$ cat src/rtl/seq_magnitude_comparator.sv
// seq_magnitude_comparator
//   Multi-cycle magnitude comparator. It compares two WIDTH-bit operands
//   CHUNK bits per cycle, starting with the most significant chunk, and stops
//   at the first chunk that differs. The lt/eq/gt cascade convention lets the
//   result chain with combinational comparators: the cascade inputs decide the
//   result only when every chunk is equal.
//
//   Optional build macro: SEQ_CMP_SIGNED_EN
//     defined   -> operands are two's complement. Differing sign bits decide
//                  the result in the first compare cycle.
//     undefined -> unsigned compare only. No sign logic is built.
//
//   Ports
//     clk            rising-edge clock
//     rst_n          synchronous active-low reset
//     start          request; accepted only while busy=0
//     a, b           WIDTH-bit operands, sampled on the accept edge
//     lt_in/eq_in/gt_in  cascade inputs, sampled on the accept edge
//     busy           comparison in progress
//     done           one-cycle pulse, result valid
//     lt_out/eq_out/gt_out  registered result, held until next result
//     chunks         number of chunks examined for the last result
module seq_magnitude_comparator #(
    parameter int unsigned WIDTH = 16,
    parameter int unsigned CHUNK = 4,
    parameter int unsigned CNT_W = 5
) (
    input  logic             clk,
    input  logic             rst_n,
    input  logic             start,
    input  logic [WIDTH-1:0] a,
    input  logic [WIDTH-1:0] b,
    input  logic             lt_in,
    input  logic             eq_in,
    input  logic             gt_in,
    output logic             busy,
    output logic             done,
    output logic             lt_out,
    output logic             eq_out,
    output logic             gt_out,
    output logic [CNT_W-1:0] chunks
);

    localparam int unsigned NCH = WIDTH / CHUNK;

    typedef enum logic {
        IDLE = 1'b0,
        CMP  = 1'b1
    } state_e;

    state_e             state_q, state_d;
    logic [WIDTH-1:0]   a_q, a_d;
    logic [WIDTH-1:0]   b_q, b_d;
    logic [2:0]         casc_q, casc_d;
    logic [CNT_W-1:0]   cnt_q, cnt_d;
    logic               busy_q, busy_d;
    logic               done_q, done_d;
    logic               lt_q, lt_d;
    logic               eq_q, eq_d;
    logic               gt_q, gt_d;
    logic [CNT_W-1:0]   chunks_q, chunks_d;

    // Operands are shifted left after each compare, so the chunk under test
    // is always the top CHUNK bits of the captured registers.
    logic [CHUNK-1:0]   chunk_a_c;
    logic [CHUNK-1:0]   chunk_b_c;
    logic               last_c;
    logic               sign_dec_c;
    logic               sign_lt_c;

    assign chunk_a_c = a_q[WIDTH-1 -: CHUNK];
    assign chunk_b_c = b_q[WIDTH-1 -: CHUNK];
    assign last_c    = (cnt_q == CNT_W'(NCH - 1));

`ifdef SEQ_CMP_SIGNED_EN
    // Only the first compare cycle still holds the original sign bits.
    assign sign_dec_c = (cnt_q == '0) && (a_q[WIDTH-1] != b_q[WIDTH-1]);
    assign sign_lt_c  = a_q[WIDTH-1];
`else
    assign sign_dec_c = 1'b0;
    assign sign_lt_c  = 1'b0;
`endif

    // State and datapath registers
    always_ff @(posedge clk) begin
        if (!rst_n) begin
            state_q  <= IDLE;
            a_q      <= '0;
            b_q      <= '0;
            casc_q   <= '0;
            cnt_q    <= '0;
            busy_q   <= 1'b0;
            done_q   <= 1'b0;
            lt_q     <= 1'b0;
            eq_q     <= 1'b0;
            gt_q     <= 1'b0;
            chunks_q <= '0;
        end else begin
            state_q  <= state_d;
            a_q      <= a_d;
            b_q      <= b_d;
            casc_q   <= casc_d;
            cnt_q    <= cnt_d;
            busy_q   <= busy_d;
            done_q   <= done_d;
            lt_q     <= lt_d;
            eq_q     <= eq_d;
            gt_q     <= gt_d;
            chunks_q <= chunks_d;
        end
    end

    // Next-state and result logic
    always_comb begin
        state_d  = state_q;
        a_d      = a_q;
        b_d      = b_q;
        casc_d   = casc_q;
        cnt_d    = cnt_q;
        busy_d   = busy_q;
        done_d   = 1'b0;
        lt_d     = lt_q;
        eq_d     = eq_q;
        gt_d     = gt_q;
        chunks_d = chunks_q;

        unique case (state_q)
            IDLE: begin
                if (start) begin
                    a_d     = a;
                    b_d     = b;
                    casc_d  = {lt_in, eq_in, gt_in};
                    cnt_d   = '0;
                    busy_d  = 1'b1;
                    state_d = CMP;
                end
            end

            CMP: begin
                cnt_d = cnt_q + CNT_W'(1);
                a_d   = a_q << CHUNK;
                b_d   = b_q << CHUNK;
                if (sign_dec_c) begin
                    lt_d     = sign_lt_c;
                    eq_d     = 1'b0;
                    gt_d     = ~sign_lt_c;
                    chunks_d = CNT_W'(1);
                    done_d   = 1'b1;
                    busy_d   = 1'b0;
                    state_d  = IDLE;
                end else if (chunk_a_c != chunk_b_c) begin
                    lt_d     = (chunk_a_c < chunk_b_c);
                    eq_d     = 1'b0;
                    gt_d     = (chunk_a_c > chunk_b_c);
                    chunks_d = cnt_q + CNT_W'(1);
                    done_d   = 1'b1;
                    busy_d   = 1'b0;
                    state_d  = IDLE;
                end else if (last_c) begin
                    // All chunks equal: cascade inputs pass through verbatim.
                    lt_d     = casc_q[2];
                    eq_d     = casc_q[1];
                    gt_d     = casc_q[0];
                    chunks_d = CNT_W'(NCH);
                    done_d   = 1'b1;
                    busy_d   = 1'b0;
                    state_d  = IDLE;
                end
            end

            default: begin
                state_d = IDLE;
            end
        endcase
    end

    assign busy   = busy_q;
    assign done   = done_q;
    assign lt_out = lt_q;
    assign eq_out = eq_q;
    assign gt_out = gt_q;
    assign chunks = chunks_q;

endmodule

$ cat config.mk
export PLATFORM = sky130hd
export DESIGN_NAME = seq_magnitude_comparator
export DESIGN_NICKNAME = d
export VERILOG_FILES = /design/src/rtl/seq_magnitude_comparator.sv
export SDC_FILE = /design/constraint.sdc
export NUM_CORES = 1
export LEC_CHECK = 0
export BUFFER_PORTS_ARGS = -buffer_cell sky130_fd_sc_hd__buf_2
export CAP_MARGIN = 20
export CORE_MARGIN = 2
export CORE_UTILIZATION = 25
export CTS_BUF_LIST = sky130_fd_sc_hd__clkbuf_8
export DETAILED_ROUTE_END_ITERATION = 10
export PLACE_DENSITY = 0.49
export REMOVE_ABC_BUFFERS = 1
export SYNTH_ARGS = -nofsm -noshare
export SYNTH_HDL_FRONTEND = slang
export SYNTH_SLANG_ARGS = --single-unit
$ cat constraint.sdc
create_clock -name clk -period 2.6 [get_ports clk]
set_input_delay 0.52 -clock clk [delete_from_list [all_inputs] [get_ports clk]]
set_output_delay 0.52 -clock clk [all_outputs]
set_load 0.02 [all_outputs]
==> reports/metrics.csv <==
stage,metric,value,unit
worst_setup_path,timing.critical_path.slowest_stage_cell,sky130_fd_sc_hd__dfxtp_1,
sta,slew_headroom,52.4,%
floorplan,io_count,48,
floorplan,floorplan.initialDensity,25.4,%
sta,min_period_over_period,64.9,%
logic_synthesis,synth.ff_latch_count,51,
logic_synthesis,syn-cell-area,2320,µm²
routing,totalWireLength,4930,µm
sta,grt_setup_unrepaired,false,
worst_setup_path,timing.critical_path.slowest_cell_delay,0.34,ns
global_routing,grt-ovfl-total,0,
sta,final_hold_viol_count,0,
routing,antenna_left,0,
worst_hold_path,hp_class,input pin to register,
worst_hold_path,holdCritStartpoint,b[2],
clock_tree,tritoncts,built,
logic_synthesis,synth.largest_area_cell,sky130_fd_sc_hd__dfxtp_1,
routing,first_pass_iters,4,
floorplan,die_height,100,µm
worst_setup_path,cp_max_fo,8,
worst_setup_path,worst-setup-path-type,register to register,
sta,achievable-frequency,592,MHz
worst_setup_path,r2r_cells,6,
worst_hold_path,whs_path_depth,3,
clock_tree,clock-sinks,51,
power_and_ir_drop,power.density,602,nW/µm²
worst_setup_path,cp_cell_sequence,"inv_1, ha_1, nand4_1, o21ai_2, and2_4, nor2b_1",
placement,place_congestion,0.718,
logic_synthesis,yosysSeqAreaShare,44.1,%
worst_setup_path,worst_reg2reg_setup_slack,0.91,ns
clock_tree,clockBufferDepth,2,
power_and_ir_drop,cellLeakagePower,1.19,nW
floorplan,row_count,35,
floorplan,floorplan.die.width,100,µm
placement,buffer_ports.inserted,47,
logic_synthesis,ys_async_sr_fraction,0,%
logic_synthesis,synthesis.area_per_instance,9.23,µm²
clock_tree,number_of_buffers_created_by_cts,5,
worst_setup_path,critPathArrivalTime,1.92,ns
cells_and_area,final_layout_size_suffix_gt1_share,20.9,%
routing,avgViaCountPerCell,4.35,
global_routing,grt_start_max_net_pins,43,
clock_tree,cts_htree_levels,2,
logic_synthesis,synth.top_cell.area_share,44.1,%
worst_hold_path,min_to,b_q[2]$_SDFFE_PN0P_,
worst_setup_path,cp_data_required_time,2.83,ns
placement,dpl.hpwl,3430,µm
sta,min_period,1.69,ns
logic_synthesis,synth.distinct_cells,32,
clock_tree,clock-root-buffer,sky130_fd_sc_hd__clkbuf_8,
clock_tree,cts.reportedPaths.clkPinSlew,0.09,ns
logic_synthesis,synth.area.top_cells,"sky130_fd_sc_hd__dfxtp_1 (44%), sky130_fd_sc_hd__mux2i_1 (16%), sky130_fd_sc_hd__and2_1 (6.8%)",
routing,detailedRoute.firstIterationViolations,136,
routing,remaining_routing_drc_violations,0,
floorplan,fp.dieArea,10100,µm²
floorplan,core_area,9110,µm²
sta,clock-skew-final,0.00247,ns
clock_tree,post_cts_hold_buffer_count,0,
cells_and_area,n_antenna_cell,0,
flow_run,number_of_max_capacitance_violations_reported,0,
routing,via_count,1753,
sta,post_route_setup_tns,0,ns
cells_and_area,syn2layout_area_growth,18.5,%
worst_setup_path,rr_endpoint,state_q$_SDFF_PN0_,
global_routing,grt_first_pass_wirelength,8250,µm
global_routing,track_usage,10.5,%
clock_tree,worst_skew_pair.late_latency,0.30,ns
worst_setup_path,cp-end-kind,register,
power_and_ir_drop,power.ir.vdd_worst,0.000247,V
routing,routedWlPerCell,12.2,µm
logic_synthesis,synth_cells,251,
worst_setup_path,worstSetupStartpointType,register,
clock_tree,cts-resized-gates,0,
sta,finalSetupViolations,0,
cells_and_area,num-nets-final,334,
logic_synthesis,synth-edff-count,0,
global_routing,grt_antenna_before_repair,0,
logic_synthesis,ys_warnings,0,
logic_synthesis,synth_top_flop_cell,sky130_fd_sc_hd__dfxtp_1,
worst_setup_path,r2r_start,b_q[15]$_SDFFE_PN0P_,
status,outcome,completed,
cells_and_area,utilization_after_layout,30.1,%
clock_tree,cts_post_setup_buffers_inserted,0,
global_routing,grt_pass1_vias,1673,
sta,slew_violations,0,
sta,tightest_slew,0.714,ns
-- cell type report --
class | instances | area, µm²
clock buffer | 7 | 96.3
clock inverter | 1 | 3.75
fill | 979 | 6360
inverter | 4 | 15.0
multi-input combinational | 179 | 1200
sequential | 51 | 1020
tap | 111 | 139
timing repair buffer | 50 | 270
-- placed cells by master, fill, tap and decap left out --
cell type,n
sky130_fd_sc_hd__dfxtp_2,1
sky130_fd_sc_hd__and4_1,1
sky130_fd_sc_hd__o31ai_1,1
sky130_fd_sc_hd__a32o_1,1
sky130_fd_sc_hd__nand3_1,4
sky130_fd_sc_hd__a32oi_1,1
sky130_fd_sc_hd__nand2b_1,1
sky130_fd_sc_hd__and2_4,1
sky130_fd_sc_hd__a21oi_1,6
sky130_fd_sc_hd__clkbuf_8,7
sky130_fd_sc_hd__dfxtp_1,50
sky130_fd_sc_hd__nand4_1,1
sky130_fd_sc_hd__o21ai_0,28
sky130_fd_sc_hd__o21ai_2,1
sky130_fd_sc_hd__mux2i_1,36
sky130_fd_sc_hd__a21o_1,2
sky130_fd_sc_hd__a22o_1,2
sky130_fd_sc_hd__a22oi_1,1
sky130_fd_sc_hd__o2bb2ai_1,3
sky130_fd_sc_hd__nand2_1,28
sky130_fd_sc_hd__buf_4,2
sky130_fd_sc_hd__xor2_1,2
sky130_fd_sc_hd__xnor2_1,1
sky130_fd_sc_hd__and2_1,25
sky130_fd_sc_hd__nor4b_4,1
sky130_fd_sc_hd__buf_12,1
sky130_fd_sc_hd__ha_1,5
sky130_fd_sc_hd__nor3b_1,2
sky130_fd_sc_hd__nor2_1,12
sky130_fd_sc_hd__inv_1,5
sky130_fd_sc_hd__buf_2,47
sky130_fd_sc_hd__o21a_1,1
sky130_fd_sc_hd__nor2b_1,12
-- worst max-delay path by stage --
stage / slack, ns / startpoint / endpoint
CTS: 0.88 / state_q$_SDFF_PN0_ / cnt_q[2]$_SDFFE_PN0P_
global route: 0.76 / a_q[12]$_SDFFE_PN0P_ / state_q$_SDFF_PN0_
detailed placement: 0.86 / start / casc_q[1]$_SDFFE_PN0P_
finish: 0.91 / b_q[15]$_SDFFE_PN0P_ / state_q$_SDFF_PN0_
floorplan: 0.65 / state_q$_SDFF_PN0_ / cnt_q[2]$_SDFFE_PN0P_
global placement: 0.88 / start / casc_q[1]$_SDFFE_PN0P_
-- routing by layer --
metal	global-route usage [%]	vias to the layer above	routed length (µm)
met5	0	-	0
met4	3.48	0	59
met3	2.79	4	227
met2	16.3	35	2190
met1	14.2	781	2450
li1	-	933	-
-- worst max-delay path, delay by kind of cell (launching register included) --
family / cells / cell delay (ns)
compound gates: 1 / 0.26
fa+ha+maj: 1 / 0.32
buf+inv: 1 / 0.05
flops: 1 / 0.34
simple gates: 3 / 0.65
-- where the power goes --
| part | switching [mW] | total (mW) | internal, mW | leakage [nW] |
|---|---|---|---|---|
| Clock | 0.259 | 0.499 | 0.240 | 0.0557 |
| Combinational | 0.145 | 0.274 | 0.129 | 0.714 |
| Sequential | 0.0449 | 0.880 | 0.835 | 0.418 |
| Total | 0.449 | 1.65 | 1.20 | 1.19 |
-- logic make-up (layout without fill, tap and decap cells) --
| logic type | after synthesis | in the layout | synth area share [%] |
|---|---|---|---|
| xor+xnor | 3 | 3 | 1.13 |
| simple gates | 88 | 88 | 20.3 |
| compound gates | 47 | 47 | 12.0 |
| fa+ha+maj | 5 | 5 | 2.70 |
| buf+inv | 21 | 62 | 4.16 |
| flops | 51 | 51 | 44.1 |
| mux | 36 | 36 | 15.6 |
-- flip-flops by register name, summed over array words and instances, names as in the netlist --
| name | cells |
|---|---|
| gt_out | 1 |
| cnt_q | 5 |
| eq_out | 1 |
| chunks | 5 |
| b_q | 16 |
| state_q | 1 |
| busy | 1 |
| done | 1 |
| lt_out | 1 |
| casc_q | 3 |
| a_q | 16 |
-- metrics by stage --
stage	hold slack (ns)	power (mW)	instance area (µm²)	worst slack, ns	std cells
after floorplan	0.457	1.06	2230	0.654	234
after global placement	0.442	1.17	2650	0.883	395
after detailed placement	0.443	1.18	2650	0.856	395
after CTS	0.443	1.68	2750	0.882	403
after global routing	0.447	1.76	2750	0.763	403
final	0.452	1.65	2750	0.912	403
-- cells in the mapped netlist, types with 2 or more instances --
master,n
sky130_fd_sc_hd__mux2i_1,36
sky130_fd_sc_hd__ha_1,5
sky130_fd_sc_hd__dfxtp_1,51
sky130_fd_sc_hd__nor2_1,12
sky130_fd_sc_hd__buf_2,8
sky130_fd_sc_hd__clkbuf_1,7
sky130_fd_sc_hd__and2_1,25
sky130_fd_sc_hd__a21o_1,2
sky130_fd_sc_hd__o21ai_0,28
sky130_fd_sc_hd__a21oi_1,6
sky130_fd_sc_hd__nor3b_1,2
sky130_fd_sc_hd__a22o_1,2
sky130_fd_sc_hd__nand3_1,4
sky130_fd_sc_hd__nor2b_1,12
sky130_fd_sc_hd__inv_1,4
sky130_fd_sc_hd__xor2_1,2
sky130_fd_sc_hd__o2bb2ai_1,3
sky130_fd_sc_hd__nand2_1,28
Power figures use the tool's default switching activity.
